**config.mk**
```make
export PLATFORM = sky130hd
export DESIGN_NAME = input_event_sync
export DESIGN_NICKNAME = d
export VERILOG_FILES = /design/src/rtl/input_event_sync.sv
export SDC_FILE = /design/constraint.sdc
export NUM_CORES = 1
export LEC_CHECK = 0
export CAP_MARGIN = 20
export CORE_MARGIN = 4
export CORE_UTILIZATION = 44
export CTS_CLUSTER_DIAMETER = 50
export DETAILED_ROUTE_END_ITERATION = 16
export GPL_TIMING_DRIVEN = 0
export PLACE_DENSITY = 0.67
export SYNTH_ARGS = -nofsm -noshare
export SYNTH_HDL_FRONTEND = slang
export SYNTH_SLANG_ARGS = --single-unit
```
**constraint.sdc**
```tcl
create_clock -name clk -period 1.5 [get_ports clk]
set_input_delay 0.15 -clock clk [delete_from_list [all_inputs] [get_ports clk]]
set_output_delay 0.15 -clock clk [all_outputs]
set_load 0.02 [all_outputs]
```
**src/rtl/input_event_sync.sv**
```systemverilog
// -----------------------------------------------------------------------------
// input_event_sync
//
// Purpose:
//   N-channel front end for the player "flap" inputs (mouse button, UART
//   remote click, pushbuttons). Each channel gets its own synchroniser,
//   debouncer, edge detector, post-event holdoff and saturating event
//   counter. It lives in the pixel-clock domain and feeds game_fsm.
//
// Ports:
//   clk        pixel clock
//   rst        synchronous active-high reset
//   in_async   raw asynchronous channel inputs, one bit per channel
//   ch_en      per-channel pulse enable (synchronous)
//   edge_mode  00 rise, 01 fall, 10 both, 11 none (shared by all channels)
//   cnt_clr    synchronous clear of all event counters
//   level      debounced stable level per channel
//   pulse      one-cycle event pulse per channel
//   any_pulse  OR of pulse, same cycle
//   event_cnt  saturating pulse counts, channel i at [i*CNT_W +: CNT_W]
// -----------------------------------------------------------------------------
module input_event_sync #(
    parameter int N_CH         = 2,
    parameter int SYNC_STAGES  = 2,
    parameter int DEBOUNCE_CYC = 650000,
    parameter int HOLDOFF_CYC  = 0,
    parameter int CNT_W        = 8
) (
    input  logic                    clk,
    input  logic                    rst,
    input  logic [N_CH-1:0]         in_async,
    input  logic [N_CH-1:0]         ch_en,
    input  logic [1:0]              edge_mode,
    input  logic                    cnt_clr,
    output logic [N_CH-1:0]         level,
    output logic [N_CH-1:0]         pulse,
    output logic                    any_pulse,
    output logic [N_CH*CNT_W-1:0]   event_cnt
);

    localparam int DB_W = (DEBOUNCE_CYC > 0) ? $clog2(DEBOUNCE_CYC + 1) : 1;
    localparam int HO_W = (HOLDOFF_CYC > 0) ? $clog2(HOLDOFF_CYC + 1) : 1;
    localparam logic [CNT_W-1:0] CNT_MAX = '1;

    typedef enum logic [1:0] {
        MODE_RISE = 2'b00,
        MODE_FALL = 2'b01,
        MODE_BOTH = 2'b10,
        MODE_NONE = 2'b11
    } edge_mode_e;

    logic [N_CH-1:0]  sync_q [SYNC_STAGES];
    logic [N_CH-1:0]  sync_d [SYNC_STAGES];
    logic [N_CH-1:0]  sync_w;

    logic [N_CH-1:0]  prev_q, prev_d;
    logic [N_CH-1:0]  pulse_q, pulse_d;
    logic [N_CH-1:0]  rise_w, fall_w, match_w;
    logic [HO_W-1:0]  ho_q [N_CH];
    logic [HO_W-1:0]  ho_d [N_CH];
    logic [CNT_W-1:0] cnt_q [N_CH];
    logic [CNT_W-1:0] cnt_d [N_CH];

    edge_mode_e mode_w;
    assign mode_w = edge_mode_e'(edge_mode);

    // The synchroniser is a plain shift chain: stage 0 samples the raw
    // inputs, every later stage copies the one before it. Only the last
    // stage is ever looked at by the rest of the block.
    always_comb begin
        sync_d[0] = in_async;
        for (int s = 1; s < SYNC_STAGES; s++) begin
            sync_d[s] = sync_q[s-1];
        end
    end

    // Synchroniser registers, cleared on reset so a held-high input has to
    // travel the whole chain and re-qualify afterwards.
    always_ff @(posedge clk) begin
        if (rst) begin
            for (int s = 0; s < SYNC_STAGES; s++) begin
                sync_q[s] <= '0;
            end
        end else begin
            for (int s = 0; s < SYNC_STAGES; s++) begin
                sync_q[s] <= sync_d[s];
            end
        end
    end

    assign sync_w = sync_q[SYNC_STAGES-1];

    // Debouncer. With DEBOUNCE_CYC == 0 the level is simply the synchroniser
    // output, so no extra register stage is added. Otherwise each channel
    // counts consecutive cycles where the synchronised input disagrees with
    // the accepted level; any agreement restarts the count, so a glitch
    // shorter than DEBOUNCE_CYC cycles can never reach the threshold.
    generate
        if (DEBOUNCE_CYC == 0) begin : g_db_bypass
            assign level = sync_w;
        end else begin : g_db
            logic [N_CH-1:0] level_q, level_d;
            logic [DB_W-1:0] db_cnt_q [N_CH];
            logic [DB_W-1:0] db_cnt_d [N_CH];

            // Next-state for level and the per-channel stability counters.
            always_comb begin
                level_d = level_q;
                for (int i = 0; i < N_CH; i++) begin
                    db_cnt_d[i] = db_cnt_q[i] + DB_W'(1);
                    if (sync_w[i] == level_q[i]) begin
                        db_cnt_d[i] = '0;
                    end else if (db_cnt_q[i] == DB_W'(DEBOUNCE_CYC - 1)) begin
                        level_d[i]  = sync_w[i];
                        db_cnt_d[i] = '0;
                    end
                end
            end

            // Level and counter registers; reset drops any pending debounce.
            always_ff @(posedge clk) begin
                if (rst) begin
                    level_q <= '0;
                    for (int i = 0; i < N_CH; i++) begin
                        db_cnt_q[i] <= '0;
                    end
                end else begin
                    level_q <= level_d;
                    for (int i = 0; i < N_CH; i++) begin
                        db_cnt_q[i] <= db_cnt_d[i];
                    end
                end
            end

            assign level = level_q;
        end
    endgenerate

    // Edge detection works on the registered level against a one-cycle
    // delayed copy, so a pulse appears the cycle after level changes.
    // A pulse needs a matching edge, the channel enabled right now, and no
    // holdoff running. Edges during holdoff are simply lost. The holdoff
    // counter is loaded together with the pulse and then counts down.
    always_comb begin
        prev_d  = level;
        rise_w  = level & ~prev_q;
        fall_w  = ~level & prev_q;
        match_w = '0;
        pulse_d = '0;
        unique case (mode_w)
            MODE_RISE: match_w = rise_w;
            MODE_FALL: match_w = fall_w;
            MODE_BOTH: match_w = rise_w | fall_w;
            MODE_NONE: match_w = '0;
            default:   match_w = '0;
        endcase
        for (int i = 0; i < N_CH; i++) begin
            pulse_d[i] = match_w[i] & ch_en[i] & (ho_q[i] == '0);
            if (pulse_d[i]) begin
                ho_d[i] = HO_W'(HOLDOFF_CYC);
            end else if (ho_q[i] != '0) begin
                ho_d[i] = ho_q[i] - HO_W'(1);
            end else begin
                ho_d[i] = ho_q[i];
            end
        end
    end

    // Event counters saturate at all-ones; a clear beats an increment that
    // lands in the same cycle.
    always_comb begin
        for (int i = 0; i < N_CH; i++) begin
            cnt_d[i] = cnt_q[i];
            if (cnt_clr) begin
                cnt_d[i] = '0;
            end else if (pulse_q[i] && (cnt_q[i] != CNT_MAX)) begin
                cnt_d[i] = cnt_q[i] + CNT_W'(1);
            end
        end
    end

    // Edge history, pulse, holdoff and counter registers.
    always_ff @(posedge clk) begin
        if (rst) begin
            prev_q  <= '0;
            pulse_q <= '0;
            for (int i = 0; i < N_CH; i++) begin
                ho_q[i]  <= '0;
                cnt_q[i] <= '0;
            end
        end else begin
            prev_q  <= prev_d;
            pulse_q <= pulse_d;
            for (int i = 0; i < N_CH; i++) begin
                ho_q[i]  <= ho_d[i];
                cnt_q[i] <= cnt_d[i];
            end
        end
    end

    assign pulse     = pulse_q;
    assign any_pulse = |pulse_q;

    for (genvar g = 0; g < N_CH; g++) begin : g_cnt_out
        assign event_cnt[g*CNT_W +: CNT_W] = cnt_q[g];
    end

endmodule
```
Word level (Yosys, flattened, before mapping)
Memory sizes are Yosys's and may differ from the RTL's.
Cells that the tools add are included.
- muxes and demuxes: 24
- add/subtract/negate cells: 6
- reduce and logical (&&, ||, !) cells: 6
- eq/ne operators: 9
- bitwise operators: 21
- operators with widths (operator ; count):
    two-way mux 20 bit ; 6
    two-way mux 8 bit ; 6
    adder 20 x 1 -> 20 bit (second input constant) ; 2
    equality test 20 bit (second input constant) ; 2
    adder 8 x 1 -> 8 bit (second input constant) ; 2
    != test 8 bit (second input constant) ; 2
    two-way mux 1 bit ; 9
    OR 1 bit ; 8
    case mux 2 bit (4 select lines) ; 1
    bitwise AND 1 bit ; 4
    bitwise AND 2 bit ; 2
    equality test 2 bit (second input constant) ; 2
    two-way mux 2 bit ; 2
    NOT 1 bit ; 4
    NOT 2 bit ; 2
    AND reduction 2 bit ; 2
    equality test 1 bit ; 2
    equality test 2 x 1 -> 1 bit (second input constant) ; 1
    logical AND 1 bit ; 2
    zero test 2 bit ; 1
    OR 2 bit ; 1
    OR reduction 2 bit ; 1
    subtractor 1 bit (second input constant) ; 2
- input bits: 9
- bits in writable memories: 62
- flip-flop bits (word level): 6
- output and inout port bits: 21
- memories: 4
- memory list (memory ; words ; bits a word ; read ports ; clocked after Yosys merged registers in ; wr ports ; RTL line ; text):
    g_db.db_cnt_q ; 2 ; 20 ; 2 ; 0 ; 2 ; 103 ; logic [DB_W-1:0] db_cnt_q [N_CH];
    cnt_q ; 2 ; 8 ; 2 ; 0 ; 2 ; 61 ; logic [CNT_W-1:0] cnt_q [N_CH];
    sync_q ; 2 ; 2 ; 2 ; 0 ; 2 ; 52 ; logic [N_CH-1:0] sync_q [SYNC_STAGES];
    ho_q ; 2 ; 1 ; 2 ; 0 ; 2 ; 59 ; logic [HO_W-1:0] ho_q [N_CH];

Depth between registers and ports, before layout
- depth after elaboration: 8
- mapped depth: 6

Worst setup path after synthesis
Ideal clock, no wire load.
- kind: register to register
- start point: memory cnt_q[0][0]
- end point: memory cnt_q[0][5]
- setup slack: -0.149 ns
- arrival: 1.535 ns
- cell stages (with the launch flop): 6
- setup time: 0.115 ns
- period minus slack after synthesis: 1.649 ns
- cell sequence: dfxtp_1 ha_1 nand3_1 o21ai_1 nor4_1 o21a_1
- RTL lines (element ; RTL line):
    start, declared ; 61

==> results.md <==
* Run status: finished, violations left
* Violations in the final reports: negative setup slack
* Setup WS post-layout at -0.0483 ns
* Routed via count at ~2700
* Number of filler instances in the final layout at 552
* Sinks on Clock Net at 66
* Synthesis warning total at 0
* Global placer's final weighted congestion at 0.772
* Clock network latency to the later pin of the worst-skew pair at about 0.34 ns
* Die boundary width at 90.5 um
* RSZ-0062 raised after global routing: true
* Total Nets Final at 422
* Buffer depth of the longest clock path at 2
* Sum of negative setup slack at -0.767 ns
* Clock slew at the register clock pins of the worst setup and hold paths at ~0.070 ns
* Number of top-level design ports at 30
* Element type at the critical path end: flip-flop
* Portion of the clock cycle consumed by the worst path in the final layout at 103%
* TritonCTS clock tree: yes
* Vert. Die Dim at between 90 and 100 um
* Number of enable-type register cells in the synthesized netlist at 0
* Worst-case clock skew at between 0.006 and 0.007 ns
* Average wire length per cell after detail routing at ~14 um
* Detailed-router iteration count before antenna repair at 4
* Kind of critical path: reg2reg
* Top library cells by usage in the layout, fill and taps aside: sky130_fd_sc_hd__nor2_1, sky130_fd_sc_hd__dfxtp_1, sky130_fd_sc_hd__xnor2_1, sky130_fd_sc_hd__dfxtp_2, sky130_fd_sc_hd__buf_4
* Die Footprint at just over 8000 um^2
* CTS Hold Bufs at 0
* Highest-delay cell along the critical path: sky130_fd_sc_hd__dfxtp_4
* Register bit count reported by yosys at 66
* Synthesized net count at around 360
* Total of buffers placed on input and output ports at 29
* Total overflow reported by the global router at 0
* Share of cells above drive strength 1 at between 20 and 30%
* Largest cells by area after synthesis: sky130_fd_sc_hd__dfxtp_1, sky130_fd_sc_hd__xnor2_1, sky130_fd_sc_hd__nor2_1
* Reported max-cap violation count at 0
* Type of the worst min-delay path: in2reg
* Total GRT Usage at between 10% and 20%
* Count of distinct cell types in the synthesized netlist at 43
* Leading cell type in the layout, fill and taps excluded: sky130_fd_sc_hd__nor2_1
* Number of cells in the design after placement at roughly 450
* Max-slew violation count at 0
* Maximum vdd ir drop at approximately 390 uV
* Proportion of register bits with asynchronous set or reset after synthesis at 0%
* Share of Yosys cell area claimed by the top area cell type at roughly 44%
* Power density normalized to cell area at between 800 and 900 nW/um^2
* DRC Markers at 0
* Critical Path Start Type: flip-flop
* Diode count at 0
* Origin of the worst setup path: g_db.db_cnt_q[0][0]$_SDFF_PP0_
* Hold Path Depth at 2
* Initial antenna violation count at 0
* Utilization after layout at 63.7%
* R2R cell count at 7
* Worst-margin pin slew at 0.592 ns
* Root buffer selected by CTS: sky130_fd_sc_hd__clkbuf_8
* Worst hold endpoint: pulse[0]$_SDFF_PP0_
* Largest fanout on the critical path at 6
* Post-detailed-routing wire length at 6840 um
* Start point of the worst hold path: ch_en[0]
* Summed instance area of the synthesized netlist at about 3000 um^2
* Number of design-rule violations left by the first detailed-router iteration at 92
* Launch point of the worst reg-to-reg path: g_db.db_cnt_q[0][0]$_SDFF_PP0_
* Estimated wirelength of the detail-placed design at approximately 4300 um
* Area overhead of the layout relative to synthesis at 37.4%
* Sequential share of the synthesized area at 44.1%
* Worst stage delay on the critical path at between 0.3 and 0.4 ns
* Worst R2R Setup Slack at -0.05 ns
* Number of global-route vias before repair at between 2000 and 2500
* H-tree depth at 3
* Required time at the endpoint of the critical path at 1.73 ns
* Core area at between 6000 and 7000 um^2
* Final std cells w/o fill at 486
* Most used DFF post-synth: sky130_fd_sc_hd__dfxtp_1
* Max Freq at 646 MHz
* Wire length of the first global-routing pass at 11100 um
* Mean instance size in the synthesized netlist at a little under 9 um^2
* Clock buffers created by TritonCTS at 9
* Data arrival time of the critical path at 1.78 ns
* Max-Slew Margin vs Limit at 60.4%
* Via-to-Cell Ratio at 5.48
* Post-synth top area cell: sky130_fd_sc_hd__dfxtp_1
* Leakage component of the power at 0.00152 uW
* Time the worst path needs with I/O delays and setup at around 1.5 ns
* Initial standard-cell utilization of the core at 46.3%
* Final number of setup-violating endpoints at 20
* Final hold viol count at 0
* Pin count of the biggest net entering global routing at 11
* Buf/Inv on CP at 2
* Crit-path cells: ha_4 -> and3_4 -> nand4_1 -> buf_4 -> o21ai_4 -> buf_6 -> nor2_1
* Antenna viol nets, final at 0
* Kind of cell adding the most delay to the critical path: flip-flops
* # rows at 29
* Gate count after technology mapping at 340
* End of the worst register-to-register path: g_db.db_cnt_q[0][7]$_SDFF_PP0_
==> flip-flops by register name, summed over array words and instances (netlist names) <==
signal / cells
g_db.db_cnt_q: 40
cnt_q: 16
sync_q: 4
level: 2
prev_q: 2
pulse: 2
==> metrics by stage <==
step	area [um^2]	power (uW)	setup WS, ns	hold slack, ns
after floorplan	3050	1840	0.000970	0.278
after global placement	3440	1890	-0.228	0.425
after detailed placement	3440	1890	-0.237	0.427
after CTS	3860	3450	-0.0460	0.367
after global routing	4110	3510	-0.0986	0.382
final	4110	3400	-0.0483	0.376
==> repair_timing <==
| item | in CTS | in global routing |
|---|---|---|
| gates cloned | 1 | 0 |
| pin swaps | 29 | 10 |
| gates resized for setup | 43 | 56 |
| hold endpoints to repair | 0 | 0 |
| endpoints found under the setup margin | 56 | 48 |
| buffers inserted | 16 | 8 |
==> cell usage after synthesis, types with 2 or more instances <==
master / instances
sky130_fd_sc_hd__nor4b_1: 2
sky130_fd_sc_hd__clkbuf_1: 2
sky130_fd_sc_hd__dfxtp_1: 66
sky130_fd_sc_hd__xor2_1: 7
sky130_fd_sc_hd__a211oi_1: 3
sky130_fd_sc_hd__ha_1: 8
sky130_fd_sc_hd__nor4_4: 2
sky130_fd_sc_hd__o21a_1: 2
sky130_fd_sc_hd__o31a_1: 2
sky130_fd_sc_hd__and4_1: 2
sky130_fd_sc_hd__and3_1: 12
sky130_fd_sc_hd__nor3_1: 17
sky130_fd_sc_hd__nor2_1: 56
sky130_fd_sc_hd__inv_1: 11
sky130_fd_sc_hd__or4b_1: 2
sky130_fd_sc_hd__o21ai_0: 6
sky130_fd_sc_hd__nor4_1: 13
sky130_fd_sc_hd__a21oi_1: 5
sky130_fd_sc_hd__nand2_1: 21
sky130_fd_sc_hd__or2_2: 2
sky130_fd_sc_hd__nand3_1: 23
sky130_fd_sc_hd__o21ai_2: 2
sky130_fd_sc_hd__o21ai_1: 2
sky130_fd_sc_hd__nor2b_1: 4
sky130_fd_sc_hd__nand4_1: 13
sky130_fd_sc_hd__or4_1: 3
sky130_fd_sc_hd__o221ai_1: 4
sky130_fd_sc_hd__a21o_1: 2
sky130_fd_sc_hd__buf_2: 3
sky130_fd_sc_hd__xnor2_1: 29
sky130_fd_sc_hd__o31ai_1: 2
==> area by class of cell <==
class	count	area, um^2	area share (%)
multi-input combinational	258	1870	45.4
sequential	66	1380	33.6
timing repair buffer	54	489	11.9
clock buffer	12	135	3.29
tap	77	96.3	2.34
clock inverter	3	65.1	1.58
inverter	11	41.3	1.00
buffer	5	37.5	0.913
==> cell families after synthesis <==
logic type | synth area share, %
AOI/OAI and AO/OA | 8.40
xor gates and xnor gates | 10.5
adders and majority gates | 3.34
buffers and inverters | 2.13
DFF | 44.1
and+or+nand+nor | 31.4
==> report_power, final <==
group          switching (uW)  total [uW]  internal, uW  leakage, uW
registers                6.58        1750          1740     0.000551
clock network             631        1560           927     0.000100
logic                    46.9        90.9          44.1     0.000873
total                     684        3400          2720      0.00152
==> layer usage <==
metal  part of all wire (%)  wire [um]  global-route usage, %
met3                    2.8        192                   2.92
met1                     47       3180                   19.9
met2                     49       3320                   27.7
met5                      0          0                      0
met4                    2.0        140                   8.93
==> how the worst max path moves through the flow <==
| stage | end | slack (ns) | cells past startpoint |
|---|---|---|---|
| after floorplan | g_db.db_cnt_q[0][27]$_SDFF_PP0_ | 0.001 | 6 |
| after global placement | g_db.db_cnt_q[0][30]$_SDFF_PP0_ | -0.23 | 6 |
| after detailed placement | g_db.db_cnt_q[0][16]$_SDFF_PP0_ | -0.24 | 6 |
| after CTS | level[1]$_SDFFE_PP0P_ | -0.05 | 5 |
| after global routing | g_db.db_cnt_q[0][5]$_SDFF_PP0_ | -0.1 | 7 |
| final | g_db.db_cnt_q[0][7]$_SDFF_PP0_ | -0.05 | 7 |
Power figures use the tool's default switching activity.
